### config.mk
export PLATFORM = sky130hd
export DESIGN_NAME = acumulador_16bits
export DESIGN_NICKNAME = d
export VERILOG_FILES = /design/src/rtl/acumulador_16bits.sv
export SDC_FILE = /design/constraint.sdc
export NUM_CORES = 1
export LEC_CHECK = 0
export CAP_MARGIN = 30
export CORE_MARGIN = 4
export CORE_UTILIZATION = 37
export CTS_CLUSTER_SIZE = 10
export DETAILED_ROUTE_END_ITERATION = 16
export HOLD_SLACK_MARGIN = 0.02
export PLACE_DENSITY = 0.81
export SLEW_MARGIN = 25
export SYNTH_ARGS = -nofsm -noshare
export SYNTH_HDL_FRONTEND = slang
export SYNTH_SLANG_ARGS = --single-unit
### constraint.sdc
create_clock -name clk -period 2.75 [get_ports clk]
set_clock_uncertainty 0.05 [all_clocks]
set_input_delay 0.55 -clock clk [delete_from_list [all_inputs] [get_ports clk]]
set_output_delay 0.55 -clock clk [all_outputs]
set_load 0.1 [all_outputs]
### src/rtl/acumulador_16bits.sv
// acumulador_16bits: accumulator stage that feeds an external 16-bit adder and folds each operand into a running total
//   clk, rst_n             clock, asynchronous active-low reset
//   clear                  synchronous clear (zeroes sequence state, returns to ACC)
//   in_valid/in_ready      operand handshake; in_data operand, in_op 1=add 0=sub, in_last ends sequence
//   add_a/add_b/add_ctrl   operands and control driven to the external adder
//   add_result/add_ovf     adder result and carry/borrow
//   out_valid/out_ready    result handshake; out_acc total, out_ovf sticky overflow, out_count operands (saturating)
module acumulador_16bits #(
    parameter int CNT_W = 8
) (
    input  logic             clk,
    input  logic             rst_n,
    input  logic             clear,
    input  logic             in_valid,
    output logic             in_ready,
    input  logic [15:0]      in_data,
    input  logic             in_op,
    input  logic             in_last,
    output logic [15:0]      add_a,
    output logic [15:0]      add_b,
    output logic             add_ctrl,
    input  logic [15:0]      add_result,
    input  logic             add_ovf,
    output logic             out_valid,
    input  logic             out_ready,
    output logic [15:0]      out_acc,
    output logic             out_ovf,
    output logic [CNT_W-1:0] out_count
);
    localparam logic ACC  = 1'b0;
    localparam logic HOLD = 1'b1;
    logic             state_q, state_d;
    logic [15:0]      acc_q, acc_d;
    logic             ovf_q, ovf_d;
    logic [CNT_W-1:0] cnt_q, cnt_d;
    logic             accept, flush;
    assign in_ready  = state_q == ACC;
    assign out_valid = state_q == HOLD;
    assign add_a     = acc_q;
    assign add_b     = in_data;
    assign add_ctrl  = in_op;
    assign out_acc   = acc_q;
    assign out_ovf   = ovf_q;
    assign out_count = cnt_q;
    // clear and a completed output handshake both wipe the sequence; clear also beats any accept
    always_comb begin
        accept  = in_valid && in_ready;
        flush   = clear || (out_valid && out_ready);
        state_d = clear ? ACC : out_valid ? (out_ready ? ACC : HOLD) : (accept && in_last ? HOLD : ACC);
        acc_d   = flush ? '0 : accept ? add_result : acc_q;
        ovf_d   = flush ? 1'b0 : accept ? (ovf_q | add_ovf) : ovf_q;
        cnt_d   = flush ? '0 : (accept && !(&cnt_q)) ? cnt_q + 1'b1 : cnt_q;
    end
    always_ff @(posedge clk or negedge rst_n) begin
        if (!rst_n) begin
            state_q <= ACC;
            acc_q   <= '0;
            ovf_q   <= 1'b0;
            cnt_q   <= '0;
        end else begin
            state_q <= state_d;
            acc_q   <= acc_d;
            ovf_q   <= ovf_d;
            cnt_q   <= cnt_d;
        end
    end
endmodule

Yosys cells after proc, flatten, opt, wreduce, memory -nomap -nowiden. Index checks and enable logic that the tools add are counted.

Word-level logic and storage cells: 26. Memories: 0. Latch bits: 0. Bits in writable memories: 0. Bits in read-only memories: 0. Register bits after elaboration: 26.

Divide/modulo/power cells: 0. Mux-type cells: 10. Eq/ne operators: 0. Multiply operators: 0. Order comparisons: 0. Bitwise operators: 2. Add/sub/neg operators: 1. Reductions and logical operators: 9. Shift operators: 0.

Operator list (count): $mux 16 (2); $mux 8 (2); $add 8x1->8 const B (1); $reduce_and 8->1 (1); $mux 1 (6); $logic_and 1x1->1 (4); $reduce_bool 2->1 (2); $logic_not 1->1 (1); $logic_or 1x1->1 (1); $not 1->1 (1); $or 1x1->1 (1).

Longest topological paths before layout. Gate-level depths: netlist of the first run.

Word-level depth: 6. Gate-level depth with buffers: 5. Gate-level depth less buffers: 4.

Least setup slack after synthesis of the first run. Ideal clock, no wire load.

Kind: reg-to-output. Start: register state_q, in the netlist out_valid. End: output port in_ready. Arrival time: 1659 ps. Required time: 2150 ps. Cell stages (with the launch flop): 2. Setup slack: 491 ps. Cell sequence: dfrtp_1 > inv_1.

Word-level cells in the longest chain between the ends: 1.

Ends and longest elaborated chain: start: declaration (RTL line 32) `logic state_q, state_d;`; start signal: assignment (RTL line 61) `state_q <= state_d;`; $not 1->1 (RTL line 37) `assign in_ready = state_q == ACC;`; end: declaration (RTL line 15) `output logic in_ready,`.

No other way between the ends.

Worst setup path in the final report of the first run.
Start: input port in_valid. End: register cnt_q[5], in the netlist out_count[5].

Word-level cells in the longest chain between the ends: 3.

Ends and longest elaborated chain: start: declaration (RTL line 14) `input logic in_valid,`; $logic_and 1x1->1 (RTL line 47) `accept = in_valid && in_ready;`; $logic_and 1x1->1 (RTL line 52) `cnt_d = flush ? '0 : (accept && !(&cnt_q)) ? cnt_q + 1'b1 : cnt_q;`; $reduce_bool 2->1 (no line); end signal: assignment (RTL line 64) `cnt_q <= cnt_d;`; end: declaration (RTL line 35) `logic [CNT_W-1:0] cnt_q, cnt_d;`.

No other way between the ends. A chain may end at the register's enable or synchronous reset.

==> out/qor.yml, run 1 <==
critical_path:
  path_class: "primary input to flip-flop"
  crit_path_max_fanout: 17
  worst_setup_path_start_kind: "primary input"
  worstPathRequired_ns: 2.89
  critPathArrivalTime_ns: 2.07
  crit_path_end_kind: "flip-flop"
final_layout:
  antenna_cells: 0
  nNetsFinal: 233
  drive_gt1_frac: 0.284
  fillCellCount: 378
  area_growth_pct: 27.5
  final_cell_count_no_fill: 238
timing:
  fmax_mhz: 517
  post-route-period-util: 0.703
  setup_violations: 0
  slew_headroom: 0.713
  rsz0062_at_grt: "false"
  setup-tns-final_ns: 0
  hold_viol_final: 0
  setup_ws_ns: 0.816
  period_needed_ns: 1.93
  holdWs_ns: 0.466
  final_max_slew_viol_count: 0
  worstMarginPinSlew_ns: 0.430
placement:
  io_buffers: 65
  place.gp.congestion: 0.765
  dp.cells: 235
  dpl.hpwl_mm: 2.35
  pre_cts_slack_ns: 0.532
detailed_routing:
  drt_pass1_iterations: 4
  routed_via_density: 4.70
  drc: 0
  drt_iter0_markers: 39
  routed_wirelength_mm: 3.11
  drt-wirelength-per-cell_um: 13.1
  ant_nets: 0
  vias: 1118
clock_network:
  cts_tree: "built"
  clk_pin_slew_worst_paths_ns: 0.08
  ctsHtreeMaxLevel: 1
  hold_buffers: 0
  clock_latency_ns: 0.26
  clk_path_buf_depth: 2
  post-cts-setup-buffers: 0
  cts_resized: 0
  cts-root-buf: "clkbuf_8"
  cts_buffers: 3
  clock_sinks: 26
power_and_ir_drop:
  switching_share: 0.427
  irDropWorstVdd_v: 0.000289
  p_per_area_mw_per_mm2: 571
  pwr-share-seq: 0.406
  p_clk_frac: 0.199
  p_int_mw: 0.591
  p_comb_frac: 0.395
  total_power_mw: 1.03
  p_leak_nw: 0.869
  switchingPower_mw: 0.440
global_route:
  overflow: 0
  grt_pass1_vias: 1077
  grt_pass1_wl_mm: 5.06
  antenna_found_initial: 0
  grt_max_degree: 27
  grt_usage: 0.126
synth:
  yosys_most_used_dff: "dfrtp_1"
  synthTopCellsByCount: "nand2_1 (34), buf_4 (33), dfrtp_1 (26)"
  synthArstFlopShare: 1.00
  synth.avg_cell_area_um2: 8.96
  netlist_area_mm2: 0.00142
  yosysTopAreaCell: "dfrtp_1"
  ys_seq_area_frac: 0.460
  ys_seq_elements: 26
  synth_nets: 199
  ys_warn_count: 0
  synthCells: 158
  netlist_top_cells_area: "dfrtp_1 (46%), buf_4 (18%), nand2_1 (9.0%), a21oi_1 (8.1%), nor2_1 (1.9%)"
  yosys.area.top_type_share: 0.460
  synth_edf_count: 0
  ys_types: 26
  yosysMostFrequentCell: "nand2_1"
outcome:
  status: "completed"
job:
  drv_cap: 0
floorplan:
  num_io_pins: 100
  die_h_um: 69.8
  die_w_um: 69.8
  core_area_mm2: 0.00369
  rows: 22
  start_util: 0.384
  dieArea_mm2: 0.00488
worst_hold_path:
  hold_class: "flip-flop to flip-flop"
==> worst max-delay path: stages <==
cell and delay (ns):
clkdlybuf4s50_1 0.56, nand2b_4 0.17, a41o_4 0.30, or3_1 0.34, a21oi_1 0.15
==> layout by cell type (no fill, tap or decap), types with 2 or more instances in the layout <==
cell	Yosys	final
a21oi_1	23	23
buf_4	33	46
clkbuf_8	0	3
clkdlybuf4s50_1	0	22
dfrtp_1	26	26
inv_1	2	2
mux2i_1	2	2
nand2_1	34	34
nand3_1	2	2
nand4_1	2	2
nor2_1	7	7
nor3_1	3	3
o21ai_0	3	3
or2_2	2	2
or3_1	2	2
==> layer usage <==
layer / GRT usage / wire length [µm] / part of all wire / vias up
met5: 0 / 0 / 0 / -
met4: 0.0255 / 14 / 0.0045 / 0
met3: 0.0464 / 294 / 0.095 / 2
met2: 0.226 / 1610 / 0.52 / 41
met1: 0.144 / 1190 / 0.38 / 527
li1: - / - / - / 548
==> metrics by stage <==
| step | utilization | cell area [µm²] |
|---|---|---|
| 2_1_floorplan | - | 1420 |
| 3_3_place_gp | 0.478 | 1760 |
| 3_5_place_dp | 0.478 | 1760 |
| 4_1_cts | 0.489 | 1800 |
| 5_1_grt | 0.489 | 1800 |
| 6_report | 0.489 | 1800 |
==> flip-flops by register name, summed over array words and instances, names as in the netlist <==
name and flops:
out_valid 1, out_ovf 1, out_count 8, add_a 16
==> cells by family after synthesis <==
family | share of synthesized area
adders and majority gates | 0.00884
buffers and inverters | 0.202
muxes | 0.0141
xor gates and xnor gates | 0.00619
AOI/OAI and AO/OA | 0.119
DFF | 0.460
and+or+nand+nor | 0.190
==> power by group through the flow <==
stage | Clock (mW) | Combinational, mW | Sequential [mW]
floorplan | 0 | 0.300 | 0.561
detailed placement | 0 | 0.410 | 0.427
CTS | 0.219 | 0.410 | 0.419
global route | 0.227 | 0.423 | 0.423
global placement | 0 | 0.406 | 0.426
finish | 0.205 | 0.407 | 0.419
==> area by class of cell <==
cell class	instances	area (µm²)	area share
Clock buffer	3	41.3	0.0229
Inverter	2	7.51	0.00416
Tap cell	48	60.1	0.0333
Multi-Input combinational cell	91	479	0.266
Sequential cell	26	651	0.361
Timing Repair Buffer	68	566	0.313
==> path summary, 6_finish.rpt <==
check                             startpoint      endpoint  slack [ns]  cells past startpoint
worst min register to register       out_ovf       out_ovf        0.47                      2
worst min-delay path                 out_ovf       out_ovf        0.47                      2
min in group asynchronous              rst_n  out_count[6]        0.60                      2
worst max register to register  out_count[3]  out_count[5]        1.14                      4
max in group asynchronous              rst_n      add_a[5]        1.79                      2
worst max-delay path                in_valid  out_count[5]        0.82                      5
No activity file was read; power rests on OpenSTA's default activity.
==> run 2, diff against run 1 <==
- CORE_UTILIZATION: 37 -> 35
- PLACE_DENSITY: 0.81 -> 0.77
- clock period: 2.75 -> 1.95 ns (I/O delays scaled with it)
==> out/qor.yml, run 2 (synthesis gave the netlist of run 1 again) <==
critical_path:
  critPathBufInv: 1
  critical_path.cell_chain: "clkdlybuf4s50_1 > nand2b_4 > a41o_4 > or3_1 > a21oi_1"
  timing.rr.end: "out_count[5]"
  rrSetupSlack_ns: 0.29
  rr_startpoint: "out_count[3]"
  crit_path_max_fanout: 6
  rr_worst_depth: 4
  path_delay_family: "buffers and inverters"
  crit_path_end_kind: "flip-flop"
  critPathMaxStageDelay_ns: 0.59
  slowest_stage: "clkdlybuf4s50_1"
  critPathArrivalTime_ns: 1.83
  worst_setup_path_start_kind: "primary input"
  worstPathRequired_ns: 2.09
  path_class: "primary input to flip-flop"
timing:
  hold_viol_final: 0
  holdWs_ns: 0.433
  final_max_slew_viol_count: 0
  setup_ws_ns: 0.262
  slew_headroom: 0.778
  post-route-period-util: 0.865
  setup_violations: 0
  rsz0062_at_grt: "false"
  worstMarginPinSlew_ns: 0.333
  period_needed_ns: 1.69
  fmax_mhz: 593
power_and_ir_drop:
  irDropWorstVdd_v: 0.000280
  p_leak_nw: 1.00
  p_per_area_mw_per_mm2: 686
  total_power_mw: 1.62
clock_network:
  post-cts-setup-buffers: 0
  clock_sinks: 26
  hold_buffers: 0
  clk_path_buf_depth: 2
  clk_pin_slew_worst_paths_ns: 0.09
  cts_resized: 0
  clock_latency_ns: 0.27
  cts_buffers: 3
  cts_tree: "built"
  cts-root-buf: "clkbuf_8"
  ctsHtreeMaxLevel: 1
global_route:
  grt_pass1_vias: 1200
  grt_pass1_wl_mm: 5.62
  grt_max_degree: 27
  overflow: 0
  grt_usage: 0.137
  antenna_found_initial: 0
floorplan:
  rows: 22
  die_h_um: 71.6
  start_util: 0.375
  num_io_pins: 100
  core_area_mm2: 0.00377
  dieArea_mm2: 0.00512
  die_w_um: 71.6
detailed_routing:
  routed_via_density: 4.77
  drt_pass1_iterations: 4
  vias: 1155
  ant_nets: 0
  routed_wirelength_mm: 3.45
  drt-wirelength-per-cell_um: 14.2
  drc: 0
  drt_iter0_markers: 88
worst_hold_path:
  hold_class: "primary input to asynchronous set/reset pin"
final_layout:
  area_growth_pct: 67.2
  drive_gt1_frac: 0.335
  postLayoutCoreUtil: 0.627
  nNetsFinal: 236
  final_common_cell: "buf_12"
  final_cell_count_no_fill: 242
  largest_register_ffs: 16
  antenna_cells: 0
  final_cell_mix: "buf_12 (42), nand2_1 (34), a21oi_1 (23)"
placement:
  pre_cts_slack_ns: -0.0249
  io_buffers: 65
  dpl.hpwl_mm: 2.66
  dp.cells: 238
  place.gp.congestion: 0.790
outcome:
  status: "completed"
job:
  drv_cap: 0
## run 2: area by class of cell
class,count,area [µm²]
Fill cell,295,1410
Timing Repair Buffer,71,1110
Sequential cell,26,661
Multi-Input combinational cell,91,479
Tap cell,48,60.1
Clock buffer,4,45.0
Inverter,2,7.51
## run 2: worst max path at each step
stage | from | end | slack [ns] | depth (start not counted)
after CTS | in_valid | out_count[5] | 0.26 | 5
after detailed placement | in_valid | out_count[5] | -0.02 | 5
after global placement | in_valid | out_count[5] | 0.05 | 5
after floorplan | out_count[7] | out_count[5] | 0.13 | 3
final | in_valid | out_count[5] | 0.26 | 5
after global routing | in_valid | out_count[5] | 0.21 | 5
## run 2: metal layers
layer / routed length (µm) / vias to the layer above / global-route usage
met1: 1390 / 543 / 0.167
met2: 1720 / 48 / 0.227
li1: - / 560 / -
met5: 0 / - / 0
met3: 293 / 4 / 0.0323
met4: 40 / 0 / 0.0647
## run 2: metrics by stage
| step | TNS [ns] | area, µm² |
|---|---|---|
| floorplan | 0 | 1430 |
| global placement | 0 | 2320 |
| detailed placement | -0.0249 | 2320 |
| CTS | 0 | 2370 |
| global route | 0 | 2370 |
| finish | 0 | 2370 |
## run 2: worst register-to-register path: cells and delay by family, from the launching register on
kind	cells	cell delay, ns
AND/OR/NAND/NOR	2	0.60
flip-flops	1	0.46
AO/OA/AOI/OAI	2	0.48
## run 2: power by group
group	switching, mW	leakage (nW)	internal (mW)
Sequential	0.0495	0.340	0.566
Clock	0.165	0.0228	0.146
Combinational	0.447	0.642	0.249
